===== src/rtl/mem_arbiter_if.sv =====
// Requester, response and single-port RAM signals shared between mem_arbiter and its environment.
// Requester fields are packed per requester: op[2i+1:2i], addr[i*ADDR_W +: ADDR_W], wdata[i*WORD_SIZE +: WORD_SIZE].
interface mem_arbiter_if #(
  parameter int WORD_SIZE = 32,
  parameter int ADDR_W    = 8
);
  logic [1:0]             req;
  logic [3:0]             op;
  logic [2*ADDR_W-1:0]    addr;
  logic [2*WORD_SIZE-1:0] wdata;
  logic [1:0]             ack;
  logic [WORD_SIZE-1:0]   rdata;
  logic [1:0]             status;
  logic [ADDR_W:0]        used;
  logic                   ram_en;
  logic                   ram_we;
  logic [ADDR_W-1:0]      ram_addr;
  logic [WORD_SIZE-1:0]   ram_wdata;
  logic [WORD_SIZE-1:0]   ram_rdata;

  modport slave (
    input  req, op, addr, wdata, ram_rdata,
    output ack, rdata, status, used, ram_en, ram_we, ram_addr, ram_wdata
  );

  modport master (
    output req, op, addr, wdata, ram_rdata,
    input  ack, rdata, status, used, ram_en, ram_we, ram_addr, ram_wdata
  );
endinterface


===== src/rtl/mem_arbiter.sv =====
// Two-requester round-robin arbiter in front of a single-port RAM with a bump allocator.
// Cells are handed out in order by alloc; reads and writes are only allowed below next_free.
module mem_arbiter #(
  parameter int WORD_SIZE = 32,
  parameter int ADDR_W    = 8,
  parameter int DEPTH     = 256
) (
  input logic          clk,
  input logic          rst,
  mem_arbiter_if.slave bus
);

  typedef enum logic [1:0] {IDLE, EXEC, WAIT, RESP} state_t;
  typedef enum logic [1:0] {
    MEM_NULL = 2'd0,
    MEM_OK   = 2'd1,
    MEM_FULL = 2'd2,
    MEM_OOB  = 2'd3
  } mem_status_t;

  localparam logic [1:0]      OP_READ  = 2'b00;
  localparam logic [1:0]      OP_WRITE = 2'b01;
  localparam logic [1:0]      OP_ALLOC = 2'b10;
  localparam logic [ADDR_W:0] DEPTH_C  = (ADDR_W+1)'(DEPTH);

  state_t               state, state_d;
  logic                 grant, grant_d, last_grant;
  logic [1:0]           op_q;
  logic [ADDR_W-1:0]    addr_q;
  logic [WORD_SIZE-1:0] wdata_q;
  logic [ADDR_W:0]      next_free;
  logic [WORD_SIZE-1:0] rdata_q, res_data;
  mem_status_t          status_q, res_status;
  logic                 res_load, alloc_ok, in_range;
  logic                 ram_en_c, ram_we_c;
  logic [1:0]           ack_c;

  assign in_range = ({1'b0, addr_q} < next_free);

  always_comb begin
    state_d    = state;
    grant_d    = grant;
    ram_en_c   = 1'b0;
    ram_we_c   = 1'b0;
    ack_c      = 2'b00;
    alloc_ok   = 1'b0;
    res_load   = 1'b0;
    res_status = MEM_NULL;
    res_data   = rdata_q;
    case (state)
      IDLE: begin
        if (bus.req != 2'b00) begin
          // On a tie the requester not served last wins; otherwise the sole requester.
          grant_d = (bus.req == 2'b11) ? ~last_grant : bus.req[1];
          state_d = EXEC;
        end
      end
      EXEC: begin
        case (op_q)
          OP_READ: begin
            if (in_range) begin
              ram_en_c = 1'b1;
              state_d  = WAIT;
            end else begin
              res_load   = 1'b1;
              res_status = MEM_OOB;
              state_d    = RESP;
            end
          end
          OP_WRITE: begin
            res_load   = 1'b1;
            res_status = in_range ? MEM_OK : MEM_OOB;
            ram_en_c   = in_range;
            ram_we_c   = in_range;
            state_d    = RESP;
          end
          OP_ALLOC: begin
            res_load = 1'b1;
            if (next_free < DEPTH_C) begin
              alloc_ok   = 1'b1;
              res_data   = WORD_SIZE'(next_free);
              res_status = MEM_OK;
            end else begin
              res_status = MEM_FULL;
            end
            state_d = RESP;
          end
          default: begin
            res_load   = 1'b1;
            res_status = MEM_NULL;
            state_d    = RESP;
          end
        endcase
      end
      WAIT: begin
        res_load   = 1'b1;
        res_data   = bus.ram_rdata;
        res_status = MEM_OK;
        state_d    = RESP;
      end
      RESP: begin
        ack_c   = grant ? 2'b10 : 2'b01;
        state_d = IDLE;
      end
      default: state_d = IDLE;
    endcase
  end

  always_ff @(posedge clk) begin
    if (rst) begin
      state      <= IDLE;
      grant      <= 1'b0;
      last_grant <= 1'b1;
      next_free  <= '0;
      rdata_q    <= '0;
      status_q   <= MEM_NULL;
    end else begin
      state <= state_d;
      grant <= grant_d;
      if (state == RESP) last_grant <= grant;
      if (alloc_ok) next_free <= next_free + 1'b1;
      if (res_load) begin
        rdata_q  <= res_data;
        status_q <= res_status;
      end
    end
  end

  // Request payload is captured once at grant and held for the whole transaction.
  always_ff @(posedge clk) begin
    if (state == IDLE && bus.req != 2'b00) begin
      op_q    <= grant_d ? bus.op[3:2] : bus.op[1:0];
      addr_q  <= grant_d ? bus.addr[2*ADDR_W-1:ADDR_W] : bus.addr[ADDR_W-1:0];
      wdata_q <= grant_d ? bus.wdata[2*WORD_SIZE-1:WORD_SIZE] : bus.wdata[WORD_SIZE-1:0];
    end
  end

  // Reset masks strobes combinationally so an interrupted transaction emits nothing.
  assign bus.ack       = rst ? 2'b00 : ack_c;
  assign bus.ram_en    = ram_en_c & ~rst;
  assign bus.ram_we    = ram_we_c & ~rst;
  assign bus.ram_addr  = (state == EXEC) ? addr_q : '0;
  assign bus.ram_wdata = (state == EXEC) ? wdata_q : '0;
  assign bus.rdata     = rdata_q;
  assign bus.status    = status_q;
  assign bus.used      = next_free;

endmodule


===== src/flat_wrapper.sv =====
// flat-port wrapper written by rule: the top's interface ports become plain ports
module mem_arbiter_flat 
#(
  parameter int WORD_SIZE = 32,
  parameter int ADDR_W    = 8,
  parameter int DEPTH     = 256
)
  (clk, rst, bus_req, bus_op, bus_addr, bus_wdata, bus_ram_rdata, bus_ack, bus_rdata, bus_status, bus_used, bus_ram_en, bus_ram_we, bus_ram_addr, bus_ram_wdata);
  mem_arbiter_if #(.WORD_SIZE(WORD_SIZE), .ADDR_W(ADDR_W)) bus_i ();
  input logic clk;
  input logic rst;
  input wire logic [$bits(bus_i.req)-1:0] bus_req;
  input wire logic [$bits(bus_i.op)-1:0] bus_op;
  input wire logic [$bits(bus_i.addr)-1:0] bus_addr;
  input wire logic [$bits(bus_i.wdata)-1:0] bus_wdata;
  input wire logic [$bits(bus_i.ram_rdata)-1:0] bus_ram_rdata;
  output wire logic [$bits(bus_i.ack)-1:0] bus_ack;
  output wire logic [$bits(bus_i.rdata)-1:0] bus_rdata;
  output wire logic [$bits(bus_i.status)-1:0] bus_status;
  output wire logic [$bits(bus_i.used)-1:0] bus_used;
  output wire logic [$bits(bus_i.ram_en)-1:0] bus_ram_en;
  output wire logic [$bits(bus_i.ram_we)-1:0] bus_ram_we;
  output wire logic [$bits(bus_i.ram_addr)-1:0] bus_ram_addr;
  output wire logic [$bits(bus_i.ram_wdata)-1:0] bus_ram_wdata;
  assign bus_i.req = bus_req;
  assign bus_i.op = bus_op;
  assign bus_i.addr = bus_addr;
  assign bus_i.wdata = bus_wdata;
  assign bus_i.ram_rdata = bus_ram_rdata;
  assign bus_ack = bus_i.ack;
  assign bus_rdata = bus_i.rdata;
  assign bus_status = bus_i.status;
  assign bus_used = bus_i.used;
  assign bus_ram_en = bus_i.ram_en;
  assign bus_ram_we = bus_i.ram_we;
  assign bus_ram_addr = bus_i.ram_addr;
  assign bus_ram_wdata = bus_i.ram_wdata;
  mem_arbiter #(.WORD_SIZE(WORD_SIZE), .ADDR_W(ADDR_W), .DEPTH(DEPTH)) u_core (.clk(clk), .rst(rst), .bus(bus_i));
endmodule

===== config.mk =====
export PLATFORM = sky130hd
export DESIGN_NAME = mem_arbiter_flat
export DESIGN_NICKNAME = d
export VERILOG_FILES = /design/src/rtl/mem_arbiter_if.sv /design/src/rtl/mem_arbiter.sv /design/src/flat_wrapper.sv
export SDC_FILE = /design/constraint.sdc
export NUM_CORES = 1
export LEC_CHECK = 0
export ABC_AREA = 0
export BUFFER_PORTS_ARGS = -buffer_cell sky130_fd_sc_hd__buf_2
export CAP_MARGIN = 10
export CORE_MARGIN = 2
export CORE_UTILIZATION = 43
export CTS_BUF_LIST = sky130_fd_sc_hd__clkbuf_4
export CTS_CLUSTER_DIAMETER = 200
export DETAILED_ROUTE_END_ITERATION = 8
export PLACE_DENSITY_LB_ADDON = 0.05
export SLEW_MARGIN = 20
export SYNTH_ARGS = -nofsm -noshare
export SYNTH_HDL_FRONTEND = slang
export SYNTH_SLANG_ARGS = --single-unit

===== constraint.sdc =====
create_clock -name clk -period 1.84 [get_ports clk]
set_input_delay 0.184 -clock clk [delete_from_list [all_inputs] [get_ports clk]]
set_output_delay 0.184 -clock clk [all_outputs]
set_load 0.02 [all_outputs]

==> summary.txt <==
CTS
  – TritonCTS Buffers: 9
  – Clk_lat worst skew: 430 ps
  – H-tree Lvls: 3
  – Reg clk slew, reported paths: 140 ps
  – CTS tree: done
  – Clock Path Buffers: 2
  – Clk root buf: clkbuf_4
  – Num Clock Sinks: 89

Outcome
  – Status: finished, violations left
  – Violated checks: setup timing

STA
  – Min cycle time layout: about 2600 ps
  – Final WS setup: -724 ps
  – Final Skew: 15.3 ps
  – Slew Limit Headroom: 66.5%
  – Worst slew pin tran: around 500 ps
  – Unrepaired setup endpoints after global routing: true
  – Final period util: 139%
  – Hold Fails Final Rpt: 0
  – Slew Limit Fails: 0
  – Total negative slack: -2140 ps
  – Endpoints failing setup: 5
  – Fmax: 390 MHz

Cells and area
  – Fraction of layout cells with a size suffix above 1: 58.6%
  – Filler instances: 782
  – # diodes: 0
  – Design Area, Final: 6760 um2
  – Multi-input logic area: 2090 um2
  – Post-route insts no fill: 793
  – Area growth syn-to-layout: 60.1%
  – Final net count: 788
  – Register area: 2230 um2

Die
  – Placeable core area: 9640 um2
  – Row count: 36
  – Die Y: 103 um
  – Die area: 10,600 um2
  – Initial Util: between 40% and 50%
  – Die width: 103 um
  – # IOs: 207

Job
  – Max Cap Viol: 0

Synth
  – Count leader, synth: dfxtp_1
  – #FFs+latches synth: 89
  – Cell variety after synth: 39
  – Post-synth top area cell: edfxtp_1
  – Prevailing post-synth register cell: dfxtp_1
  – Syn_area_per_cell: 10.8 um2
  – Largest cells by area after synthesis: edfxtp_1 (30%), dfxtp_1 (22%), mux2_2 (11%)
  – Net Count, Synth: 525
  – Cells after Synth: about 390
  – Mapped Area: 4220 um2
  – Ys async rst share: 0%
  – Post-synth top cells: dfxtp_1 (47), edfxtp_1 (42), mux2_2 (42)
  – Yosys warns: 0
  – Top-area cell type share of the netlist area: between 20% and 30%
  – Register area share after synthesis: 52.2%
  – EDFF count, synth: between 40 and 50

Routing
  – Via density: 4.84
  – Metal3 WL: 839 um
  – Max layer used: met4
  – Final WL: around 12,000 um
  – WL met1: 4860 um
  – 1st-iter DRT viols: 59
  – Post-route DRC violation count: 0
  – Post-DRT Antenna Nets: 0
  – Vias: 3,836
  – Routed length on met2: 5970 um
  – Drt pass-1 iters: 4
  – Routed wire per std cell: 14.9 um

Critical path
  – Critical Path AT: 2380 ps
  – Crit start category: register
  – CP Max Fanout: 3
  – Setup CP Type: register to output port
  – Critical path required time: 1660 ps
  – Setup crit end kind: output port

Power
  – PD cells: roughly 1400 nW/um2
  – Leak: 2.93 nW
  – Peak supply drop: 0.000688 V

Placed design
  – GP Congestion: 0.743
  – Post-placement cell count: about 740
  – Pre-CTS setup slack: -338 ps
  – DP Wirelength: 7690 um
  – I/O Buffers: a little over 200
  – Placed cell area: between 5000 and 6000 um2

GRT
  – Largest net degree at the start of global routing: 44
  – Vias in the first global route: 3,533
  – GRT Resource Usage Total: 19.9%
  – Initial antenna violation count: 0
  – Global-route wire length before repair: 16,300 um
  – Grt total ovfl: 0

Worst hold path
  – Hold WC Path Type: input pin to register
==> state kept, by name, summed over array words and instances, names as in the netlist <==
signal and flops:
u_core.bus.rdata 32, u_core.wdata_q 32, u_core.bus.used 9, u_core.addr_q 8, u_core.bus.status 2, u_core.op_q 2
u_core.state 2, u_core.grant 1, u_core.last_grant 1
==> worst max-delay path: stages (launching register included) <==
cell and delay (ps):
edfxtp_1 450, ha_4 270, a211oi_2 200, nor3_2 80
or4_4 520, and4bb_2 320, buf_6 110
==> routing by layer <==
| layer | GRT usage (%) | vias up |
|---|---|---|
| li1 | - | 1914 |
| met3 | 4.88 | 14 |
| met5 | 0 | - |
| met4 | 8.60 | 0 |
| met2 | 33.1 | 146 |
| met1 | 24.6 | 1762 |
==> cell families after synthesis <==
family | synth area share, %
multiplexers | 13.9
flip-flops | 52.2
XOR/XNOR | 1.25
adder cells (fa/ha/maj) | 3.85
AND/OR/NAND/NOR | 17.8
AO/OA/AOI/OAI | 7.44
buffers and inverters | 3.53
==> metrics by stage <==
stage	hold WS [ps]	power (mW)	utilization [%]
2_1_floorplan	352	5.46	-
3_3_place_gp	436	6.74	59.2
3_5_place_dp	443	6.81	59.2
4_1_cts	3.55	8.07	63.4
5_1_grt	0.515	9.92	70.1
6_report	38.3	9.35	70.1
==> cell type report <==
class | count | area share, %
Clock inverter | 7 | 1.02
Sequential cell | 89 | 33.1
Multi-Input combinational cell | 265 | 31.0
Tap cell | 133 | 2.46
Clock buffer | 9 | 1.00
Inverter | 12 | 0.667
Timing Repair Buffer | 278 | 30.8
==> timing repair <==
item / CTS / global route
gates resized for setup: 10 / 140
cloned: 0 / 6
hold buffers: 23 / 2
hold endpoints to repair: 23 / 2
buffers inserted: 1 / 9
endpoints found under the setup margin: 58 / 117
pin swaps: 1 / 10
==> report_power, final <==
| group | leakage (nW) | internal, mW | switching (mW) |
|---|---|---|---|
| Clock | 0.0804 | 0.416 | 0.676 |
| Sequential | 0.792 | 2.79 | 0.246 |
| Combinational | 2.06 | 2.70 | 2.52 |
| Total | 2.93 | 5.91 | 3.45 |
==> path summary, 6_finish.rpt <==
kind / depth (start not counted) / slack (ps) / to / from
worst max-delay path: 6 / -720 / bus_ram_we / u_core.addr_q[6]
worst min-delay path: 2 / 40 / u_core.wdata_q[16] / bus_wdata[16]
worst max register to register: 7 / -300 / u_core.bus.status[0] / u_core.addr_q[6]
worst min register to register: 2 / 460 / u_core.bus.rdata[13] / u_core.bus.rdata[13]
==> cells in the final DEF, fill, tap and decap left out, drive strengths merged, types with 3 or more instances in the layout <==
cell,n
nand2,30
nor3b,4
dfxtp,47
a211oi,12
clkinv,4
nand3,24
nor3,3
a21oi,28
xnor2,6
and2,40
edfxtp,42
inv,14
dlygate4sd3,25
nor2b,3
ha,13
nand4,3
mux2i,10
o21ai,3
buf,249
clkbuf,13
mux2,43
nor2,24
(Power assumes the default switching activity.)
